`src/rtl/temporal_encoder_if.sv`:
```
// Input-side valid/ready channel of the temporal encoder: one NCH*W-bit vector per transfer.
interface temporal_encoder_if #(
  parameter int unsigned NCH = 2,
  parameter int unsigned W   = 4
);
  logic           in_valid;
  logic           in_ready;
  logic [NCH*W-1:0] in_value;

  modport master (output in_valid, output in_value, input in_ready);
  modport slave  (input in_valid, input in_value, output in_ready);
endinterface

```
`src/rtl/temporal_encoder.sv`:
```
// Binary-to-race-logic encoder: replays a latched vector as one gamma window of edge-coded and
// pulse-width-coded signals, followed by a clear phase at the idle level.
module temporal_encoder #(
  parameter int unsigned NCH        = 2,
  parameter int unsigned W          = 4,
  parameter int unsigned GAMMA      = 16,
  parameter int unsigned CLR_CYCLES = 2,
  parameter bit          FALLING    = 1'b0
) (
  input  logic                aclk,
  input  logic                grst,
  temporal_encoder_if.slave   in_bus,
  output logic [NCH-1:0]      edge_o,
  output logic [NCH-1:0]      pulse_o,
  output logic                win_start,
  output logic                win_done,
  output logic                busy
);

  localparam int unsigned      CW       = $clog2(GAMMA) + 1;
  localparam logic [W-1:0]     INF      = '1;
  localparam logic [NCH-1:0]   IDLE_LVL = {NCH{FALLING}};
  localparam logic [CW-1:0]    T_LAST   = CW'(GAMMA - 1);
  localparam logic [CW-1:0]    C_LAST   = CW'(CLR_CYCLES - 1);

  if (GAMMA < (2 ** W) - 1) begin : g_gamma_check
    $error("temporal_encoder: GAMMA must be >= 2**W-1");
  end
  if (CLR_CYCLES < 1 || CLR_CYCLES > (2 ** CW)) begin : g_clr_check
    $error("temporal_encoder: CLR_CYCLES must be >= 1 and fit the window counter");
  end

  typedef enum logic [1:0] {StIdle, StRun, StClear} state_e;

  state_e           state_q, state_d;
  logic [CW-1:0]    cnt_q, cnt_d, cnt_inc;
  logic [NCH*W-1:0] val_q, val_d;
  logic [NCH-1:0]   edge_q, edge_d, pulse_q, pulse_d;
  logic             ready_q, ready_d, start_q, start_d, done_q, done_d, busy_q, busy_d;
  logic             accept;

  // Active-high levels for window cycle t; polarity is applied before the output register.
  function automatic logic [NCH-1:0] edge_act(logic [CW-1:0] t, logic [NCH*W-1:0] v);
    for (int i = 0; i < NCH; i++) begin
      edge_act[i] = (v[i*W +: W] != INF) && (32'(t) >= 32'(v[i*W +: W]));
    end
  endfunction

  function automatic logic [NCH-1:0] pulse_act(logic [CW-1:0] t, logic [NCH*W-1:0] v);
    for (int i = 0; i < NCH; i++) begin
      pulse_act[i] = (v[i*W +: W] == INF) || (32'(t) < 32'(v[i*W +: W]));
    end
  endfunction

  assign accept  = in_bus.in_valid && ready_q;
  assign cnt_inc = cnt_q + CW'(1);

  always_comb begin
    state_d = state_q;
    cnt_d   = cnt_q;
    val_d   = val_q;
    ready_d = 1'b0;
    start_d = 1'b0;
    done_d  = 1'b0;
    busy_d  = 1'b0;
    edge_d  = IDLE_LVL;
    pulse_d = IDLE_LVL;
    unique case (state_q)
      StIdle: begin
        if (accept) begin
          state_d = StRun;
          cnt_d   = '0;
          val_d   = in_bus.in_value;
          busy_d  = 1'b1;
          start_d = 1'b1;
          done_d  = (T_LAST == '0);
          edge_d  = edge_act('0, in_bus.in_value) ^ IDLE_LVL;
          pulse_d = pulse_act('0, in_bus.in_value) ^ IDLE_LVL;
        end else begin
          ready_d = 1'b1;
        end
      end
      StRun: begin
        busy_d = 1'b1;
        if (cnt_q == T_LAST) begin
          state_d = StClear;
          cnt_d   = '0;
        end else begin
          cnt_d   = cnt_inc;
          done_d  = (cnt_inc == T_LAST);
          edge_d  = edge_act(cnt_inc, val_q) ^ IDLE_LVL;
          pulse_d = pulse_act(cnt_inc, val_q) ^ IDLE_LVL;
        end
      end
      StClear: begin
        if (cnt_q == C_LAST) begin
          state_d = StIdle;
          cnt_d   = '0;
          ready_d = 1'b1;
        end else begin
          cnt_d  = cnt_inc;
          busy_d = 1'b1;
        end
      end
      default: state_d = StIdle;
    endcase
  end

  always_ff @(posedge aclk or negedge grst) begin
    if (!grst) begin
      state_q <= StIdle;
      cnt_q   <= '0;
      val_q   <= {NCH{INF}};
      edge_q  <= IDLE_LVL;
      pulse_q <= IDLE_LVL;
      ready_q <= 1'b0;
      start_q <= 1'b0;
      done_q  <= 1'b0;
      busy_q  <= 1'b0;
    end else begin
      state_q <= state_d;
      cnt_q   <= cnt_d;
      val_q   <= val_d;
      edge_q  <= edge_d;
      pulse_q <= pulse_d;
      ready_q <= ready_d;
      start_q <= start_d;
      done_q  <= done_d;
      busy_q  <= busy_d;
    end
  end

  assign in_bus.in_ready = ready_q;
  assign edge_o          = edge_q;
  assign pulse_o         = pulse_q;
  assign win_start       = start_q;
  assign win_done        = done_q;
  assign busy            = busy_q;

endmodule

```
`src/flat_wrapper.sv`:
```
// flat-port wrapper written by rule: the top's interface ports become plain ports
module temporal_encoder_flat 
#(
  parameter int unsigned NCH        = 2,
  parameter int unsigned W          = 4,
  parameter int unsigned GAMMA      = 16,
  parameter int unsigned CLR_CYCLES = 2,
  parameter bit          FALLING    = 1'b0
)
  (aclk, grst, edge_o, pulse_o, win_start, win_done, busy, in_bus_in_valid, in_bus_in_value, in_bus_in_ready);
  temporal_encoder_if #(.NCH(NCH), .W(W)) in_bus_i ();
  input  logic aclk;
  input  logic grst;
  output logic [NCH-1:0] edge_o;
  output logic [NCH-1:0] pulse_o;
  output logic win_start;
  output logic win_done;
  output logic busy;
  input wire logic [$bits(in_bus_i.in_valid)-1:0] in_bus_in_valid;
  input wire logic [$bits(in_bus_i.in_value)-1:0] in_bus_in_value;
  output wire logic [$bits(in_bus_i.in_ready)-1:0] in_bus_in_ready;
  assign in_bus_i.in_valid = in_bus_in_valid;
  assign in_bus_i.in_value = in_bus_in_value;
  assign in_bus_in_ready = in_bus_i.in_ready;
  temporal_encoder #(.NCH(NCH), .W(W), .GAMMA(GAMMA), .CLR_CYCLES(CLR_CYCLES), .FALLING(FALLING)) u_core (.aclk(aclk), .grst(grst), .in_bus(in_bus_i), .edge_o(edge_o), .pulse_o(pulse_o), .win_start(win_start), .win_done(win_done), .busy(busy));
endmodule
```
`config.mk`:
```
export PLATFORM = sky130hd
export DESIGN_NAME = temporal_encoder_flat
export DESIGN_NICKNAME = d
export VERILOG_FILES = /design/src/rtl/temporal_encoder_if.sv /design/src/rtl/temporal_encoder.sv /design/src/flat_wrapper.sv
export SDC_FILE = /design/constraint.sdc
export NUM_CORES = 1
export LEC_CHECK = 0
export ABC_AREA = 1
export CAP_MARGIN = 20
export CORE_MARGIN = 1.5
export CORE_UTILIZATION = 54
export DETAILED_ROUTE_END_ITERATION = 6
export GPL_ROUTABILITY_DRIVEN = 0
export PLACE_DENSITY_LB_ADDON = 0.2
export SLEW_MARGIN = 20
export SYNTH_ARGS = -nofsm -noshare
export SYNTH_HDL_FRONTEND = slang
export SYNTH_SLANG_ARGS = --single-unit
```
`constraint.sdc`:
```
create_clock -name aclk -period 2 [get_ports aclk]
set_input_delay 0.4 -clock aclk [delete_from_list [all_inputs] [get_ports aclk]]
set_output_delay 0.4 -clock aclk [all_outputs]
set_load 0.01 [all_outputs]
```
Yosys cells after proc, flatten, opt, wreduce, memory -nomap -nowiden
Index checks and enable logic that the tools add are counted.
- register bits after elaboration: 23
- bits in latches: 0
- RAM bits: 0
- bits in read-only memories: 0
- bits of input ports: 11
- logic and storage cells: 71
- memories kept: 0
- $add $sub $neg: 1
- multiply operators: 0
- div/mod/pow operators: 0
- magnitude comparators: 8
- equal/unequal tests: 16
- shift-type cells: 0
- multiplexer cells: 23
- bitwise gates (word level): 0
- reduce and logical (&&, ||, !) cells: 14
- operators with widths (kind ; count):
    equality test 4 bit (second input constant) ; 4
    inequality test 4 bit (second input constant) ; 4
    2-to-1 mux 5 bit ; 3
    case mux 5 bit (3 select lines) ; 1
    2-to-1 mux 2 bit ; 7
    equality test 5 x 4 -> 1 bit (second input constant) ; 2
    >= comparator 5 x 4 -> 1 bit ; 2
    < comparator 5 x 4 -> 1 bit ; 2
    >= comparator 1 x 4 -> 1 bit (first input constant) ; 2
    < comparator 1 x 4 -> 1 bit (first input constant) ; 2
    case mux 2 bit (2 select lines) ; 2
    2-to-1 mux 1 bit ; 7
    inequality test 2 x 1 -> 1 bit (second input constant) ; 3
    case mux 2 bit (3 select lines) ; 1
    adder 5 x 1 -> 5 bit (second input constant) ; 1
    equality test 5 x 1 -> 1 bit (second input constant) ; 1
    logical AND 1 bit ; 5
    logical OR 1 bit ; 4
    AND reduction 2 bit ; 2
    case mux 1 bit (3 select lines) ; 1
    AND reduction 3 bit ; 1
    nonzero test 3 bit ; 1
    equality test 2 x 1 -> 1 bit (second input constant) ; 1
    equality test 2 bit (second input constant) ; 1
    other kinds (2) ; 2

Depth between registers and ports, before layout
- depth in word-level cells: 5
- mapped depth: 12
- depth with buffers taken out: 12

Least setup slack after synthesis
Ideal clock, no wire load.
- path kind: register to register
- start: register u_core.cnt_q[0]
- end: register u_core.edge_q[1] (netlist: u_core.edge_o[1])
- setup time: 0.116 ns
- arrival: 1.571 ns
- data required time: 1.884 ns
- slack: 0.313 ns
- cell stages (with the launch flop): 12
- clock period less this slack: 1.687 ns
- cells stage by stage: dfrtp_1 ha_1 nand3_1 inv_1 ha_1 inv_1 nor2_1 nand2_1 nor2_1 nand3_1 nand2_1 nand2_1
- word-level cells in the longest chain between the ends: 5
- RTL lines (element ; RTL line ; RTL):
    start, declared ; temporal_encoder.sv:36 ; logic [CW-1:0] cnt_q, cnt_d, cnt_inc;
    start signal, assigned ; temporal_encoder.sv:122 ; cnt_q <= cnt_d;
    adder 5 x 1 -> 5 bit ; temporal_encoder.sv:56 ; assign cnt_inc = cnt_q + CW'(1);
    >= comparator 5 x 4 -> 1 bit ; temporal_encoder.sv:45 ; edge_act[i] = (v[i*W +: W] != INF) && (32'(t) >= 32'(v[i*W +: W]));
    logical AND 1 bit ; temporal_encoder.sv:45 ;
    2-to-1 mux 2 bit * ; temporal_encoder.sv:85 ; if (cnt_q == T_LAST) begin
    case mux 2 bit (2 select lines) * ; temporal_encoder.sv:68 ; unique case (state_q)
    via u_core.edge_d[1] ; temporal_encoder.sv:38 ; logic [NCH-1:0] edge_q, edge_d, pulse_q, pulse_d;
    end signal, assigned ; temporal_encoder.sv:124 ; edge_q <= edge_d;
    end, declared ; temporal_encoder.sv:38 ;
Mark *: on every way through the listed nets, which the timed path passes. The rest lies on a longest branch.
A chain may end at the register's enable or synchronous reset.

Worst setup path in the final report
- start: register u_core.cnt_q[1]
- end: register u_core.pulse_q[1] (netlist: u_core.pulse_o[1])
- word-level cells in the longest chain between the ends: 5
- RTL lines (element ; RTL line ; RTL):
    adder 5 x 1 -> 5 bit ; temporal_encoder.sv:56 ;
    < comparator 5 x 4 -> 1 bit ; temporal_encoder.sv:51 ; pulse_act[i] = (v[i*W +: W] == INF) || (32'(t) < 32'(v[i*W +: W]));
    logical OR 1 bit ; temporal_encoder.sv:51 ;
    2-to-1 mux 2 bit * ; temporal_encoder.sv:85 ;
    case mux 2 bit (2 select lines) * ; temporal_encoder.sv:68 ;
    via u_core.pulse_d[1] ; temporal_encoder.sv:38 ;
    end signal, assigned ; temporal_encoder.sv:125 ; pulse_q <= pulse_d;
    end, declared ; temporal_encoder.sv:38 ;
Marked as above.

==> results.cfg <==
[route]
vias = 1191
via_per_inst = 5.07
dr.pass1.iters = 4
drcViolationCount = 0
drt_iter0_drc = 32
routed_wl_mm = 2.87
wl_per_cell_um = 12.2
ant_nets = 0

[sta]
slew_headroom_pct = 80.3
fin_skew_ps = 3.51
rsz0062_at_grt = false
hold_viol_final = 0
worstMarginPinSlew_ps = 296
hold_ws_ps = 427
fmax_mhz = 546
setup_viol_count_final = 0
min_period_over_period_pct = 91.6
finalMaxSlewViolations = 0
tns_ps = 0
fin_crit_ps = 1830

[placed_design]
postPlaceCellArea_mm2 = 0.00165
port_buffers = 18
place.detailed.hpwl_mm = 2.18

[logic_synthesis]
yosysSeqAreaShare_pct = 41.0
synth_area_leaders = dfrtp_1 (26%), ha_1 (15%), dfstp_2 (15%)
syn_inst = 180
synth_area_mm2 = 0.00143
ys_types = 22
ys_seq_elements = 23
synth_warnings = 0
synth_top_area_share_pct = 26.3
syn_avg_cell_area_um2 = 7.93
yosys-top-cells-count = nand2_1 (55), inv_1 (34), ha_1 (17)
syn_nets = 208
yosysTopAreaCell = dfrtp_1
synth_edf_count = 0
ys.flop_type = dfrtp_1
synthArstFlopShare_pct = 100
yosysMostFrequentCell = nand2_1

[clock_network]
clock_latency_ps = 310
clk_pin_slew_worst_paths_ps = 130
tritoncts_num_sinks = 23
hold_buffers = 0
htree_levels = 1
cts_buffers = 3
clock-root-buffer = clkbuf_4
cts_tree = done
clockBufferDepth = 2

[flow_run]
drv_cap = 0

[setup_path]
cp_max_fo = 5
slowest_delay_ps = 460
cp-end-kind = register
crit_top_cell = nand2_1
arrival_ps = 2090
cp_top_family = simple AND/OR/NAND/NOR gates
crit_path_top_delay_cell = dfrtp_1
critPathBufInv = 2
required_ps = 2250
path_class = reg2reg
path_cells = ha_1 > nand3_1 > inv_1 > ha_4 > inv_1 > nor2_1 > nand2_1 > nor2_1 > nand2_1 > nand2_1 > nand2_1 > nand2_1
crit_path_start_kind = register

[final_layout]
diodes = 0
final_cell_area_mm2 = 0.00172
drive_gt1_share_pct = 13.7
syn_to_final_growth_pct = 20.7
num-nets-final = 234

[power]
power_per_cell_area_mw_per_mm2 = 1110
irDropWorstVdd_uv = 782
leakage_nw = 0.929

[global_routing]
grt_pass1_vias = 1157
grt_antenna_before_repair = 0
overflow = 0
grt_use_total_pct = 21.8
grt_first_pass_wirelength_mm = 4.64
grt_max_degree = 24

[floorplan]
core_area_mm2 = 0.00250
fp.dieW_um = 54.4
rows = 18
start_util_pct = 57.1
dieArea_mm2 = 0.00296
num_io_pins = 19
die_h_um = 54.4

[worst_hold_path]
hold_class = in2async

[status]
status = completed
-- state kept, by name, summed over array words and instances, names as in the netlist --
| name | cells |
|---|---|
| u_core.val_q | 8 |
| u_core.in_bus.in_ready | 1 |
| u_core.win_start | 1 |
| u_core.win_done | 1 |
| u_core.cnt_q | 5 |
| u_core.state_q | 2 |
| u_core.edge_o | 2 |
| u_core.busy | 1 |
| u_core.pulse_o | 2 |
-- path summary, 6_finish.rpt --
kind	cells after the start	end	slack, ps	startpoint
setup / recovery	12	u_core.pulse_o[1]$_DFF_PN0_	170	u_core.cnt_q[1]$_DFFE_PN0P_
hold / removal	2	u_core.in_bus.in_ready$_DFF_PN0_	430	grst
setup reg to reg	12	u_core.pulse_o[1]$_DFF_PN0_	170	u_core.cnt_q[1]$_DFFE_PN0P_
hold reg to reg	2	u_core.val_q[4]$_DFFE_PN1P_	520	u_core.val_q[4]$_DFFE_PN1P_
max in group asynchronous	2	u_core.val_q[7]$_DFFE_PN1P_	1290	grst
min in group aclk	2	u_core.val_q[4]$_DFFE_PN1P_	520	u_core.val_q[4]$_DFFE_PN1P_
-- area by class of cell --
type,instances,area [um^2]
Multi-Input combinational cell,121,726
Fill cell,205,777
Inverter,34,128
Sequential cell,23,587
Clock inverter,1,5.00
Timing Repair Buffer,23,218
Tap cell,30,37.5
Clock buffer,3,22.5
-- placed cells by master (no fill, tap or decap), types with 2 or more instances in the layout --
| master | instances |
|---|---|
| nand2_2 | 3 |
| nand4_1 | 5 |
| dfrtp_1 | 14 |
| buf_4 | 5 |
| inv_1 | 34 |
| nor2_1 | 7 |
| clkdlybuf4s50_1 | 18 |
| nand3_2 | 2 |
| o21ai_0 | 9 |
| and2_1 | 2 |
| clkbuf_4 | 3 |
| nand2_1 | 55 |
| nand3_1 | 12 |
| ha_1 | 16 |
| dfstp_2 | 8 |
| or2_0 | 2 |
-- worst register-to-register path: stages (launching register included) --
cell,delay (ps)
dfrtp_1,460
ha_1,240
nand3_1,130
inv_1,80
ha_4,290
inv_1,60
nor2_1,80
nand2_1,60
nor2_1,140
nand2_1,80
nand2_1,70
nand2_1,50
nand2_1,60
-- layer usage --
layer	up-vias	part of all wire [%]	GRT usage, %
li1	606	-	-
met1	564	45	26.2
met2	19	52	39.4
met3	2	2.2	2.46
met4	0	0.80	8.33
met5	-	0	0
-- per-stage QoR --
step / util, % / total power (W) / std cells / setup WS (ps)
5_1_grt: 68.9 / 0.00211 / 235 / 41.7
6_report: 68.9 / 0.00192 / 235 / 168
2_1_floorplan: - / 0.00137 / 180 / 313
3_3_place_gp: 66.1 / 0.00165 / 228 / 125
4_1_cts: 67.2 / 0.00190 / 232 / 46.3
3_5_place_dp: 66.1 / 0.00168 / 228 / 63.5
-- repair_timing --
| action | CTS | global route |
|---|---|---|
| setup buffers | 0 | 3 |
| gates resized for setup | 0 | 3 |
| endpoints found under the setup margin | 0 | 5 |
-- report_power, final --
group	switching, W	total (W)	internal (W)
combinational	0.000532	0.000926	0.000394
sequential	0.000104	0.000778	0.000673
clock	0.000143	0.000218	0.0000746
-- cell families (layout without fill, tap and decap cells) --
logic type | Yosys count | count (layout) | synth area share (%)
AOI/OAI and AO/OA | 11 | 11 | 3.94
and+or+nand+nor | 91 | 91 | 28.8
xor gates and xnor gates | 2 | 2 | 1.75
DFF | 23 | 23 | 41.0
buffers and inverters | 36 | 61 | 9.55
adders and majority gates | 17 | 17 | 14.9
Note: power is estimated with default switching activity, not from simulation.
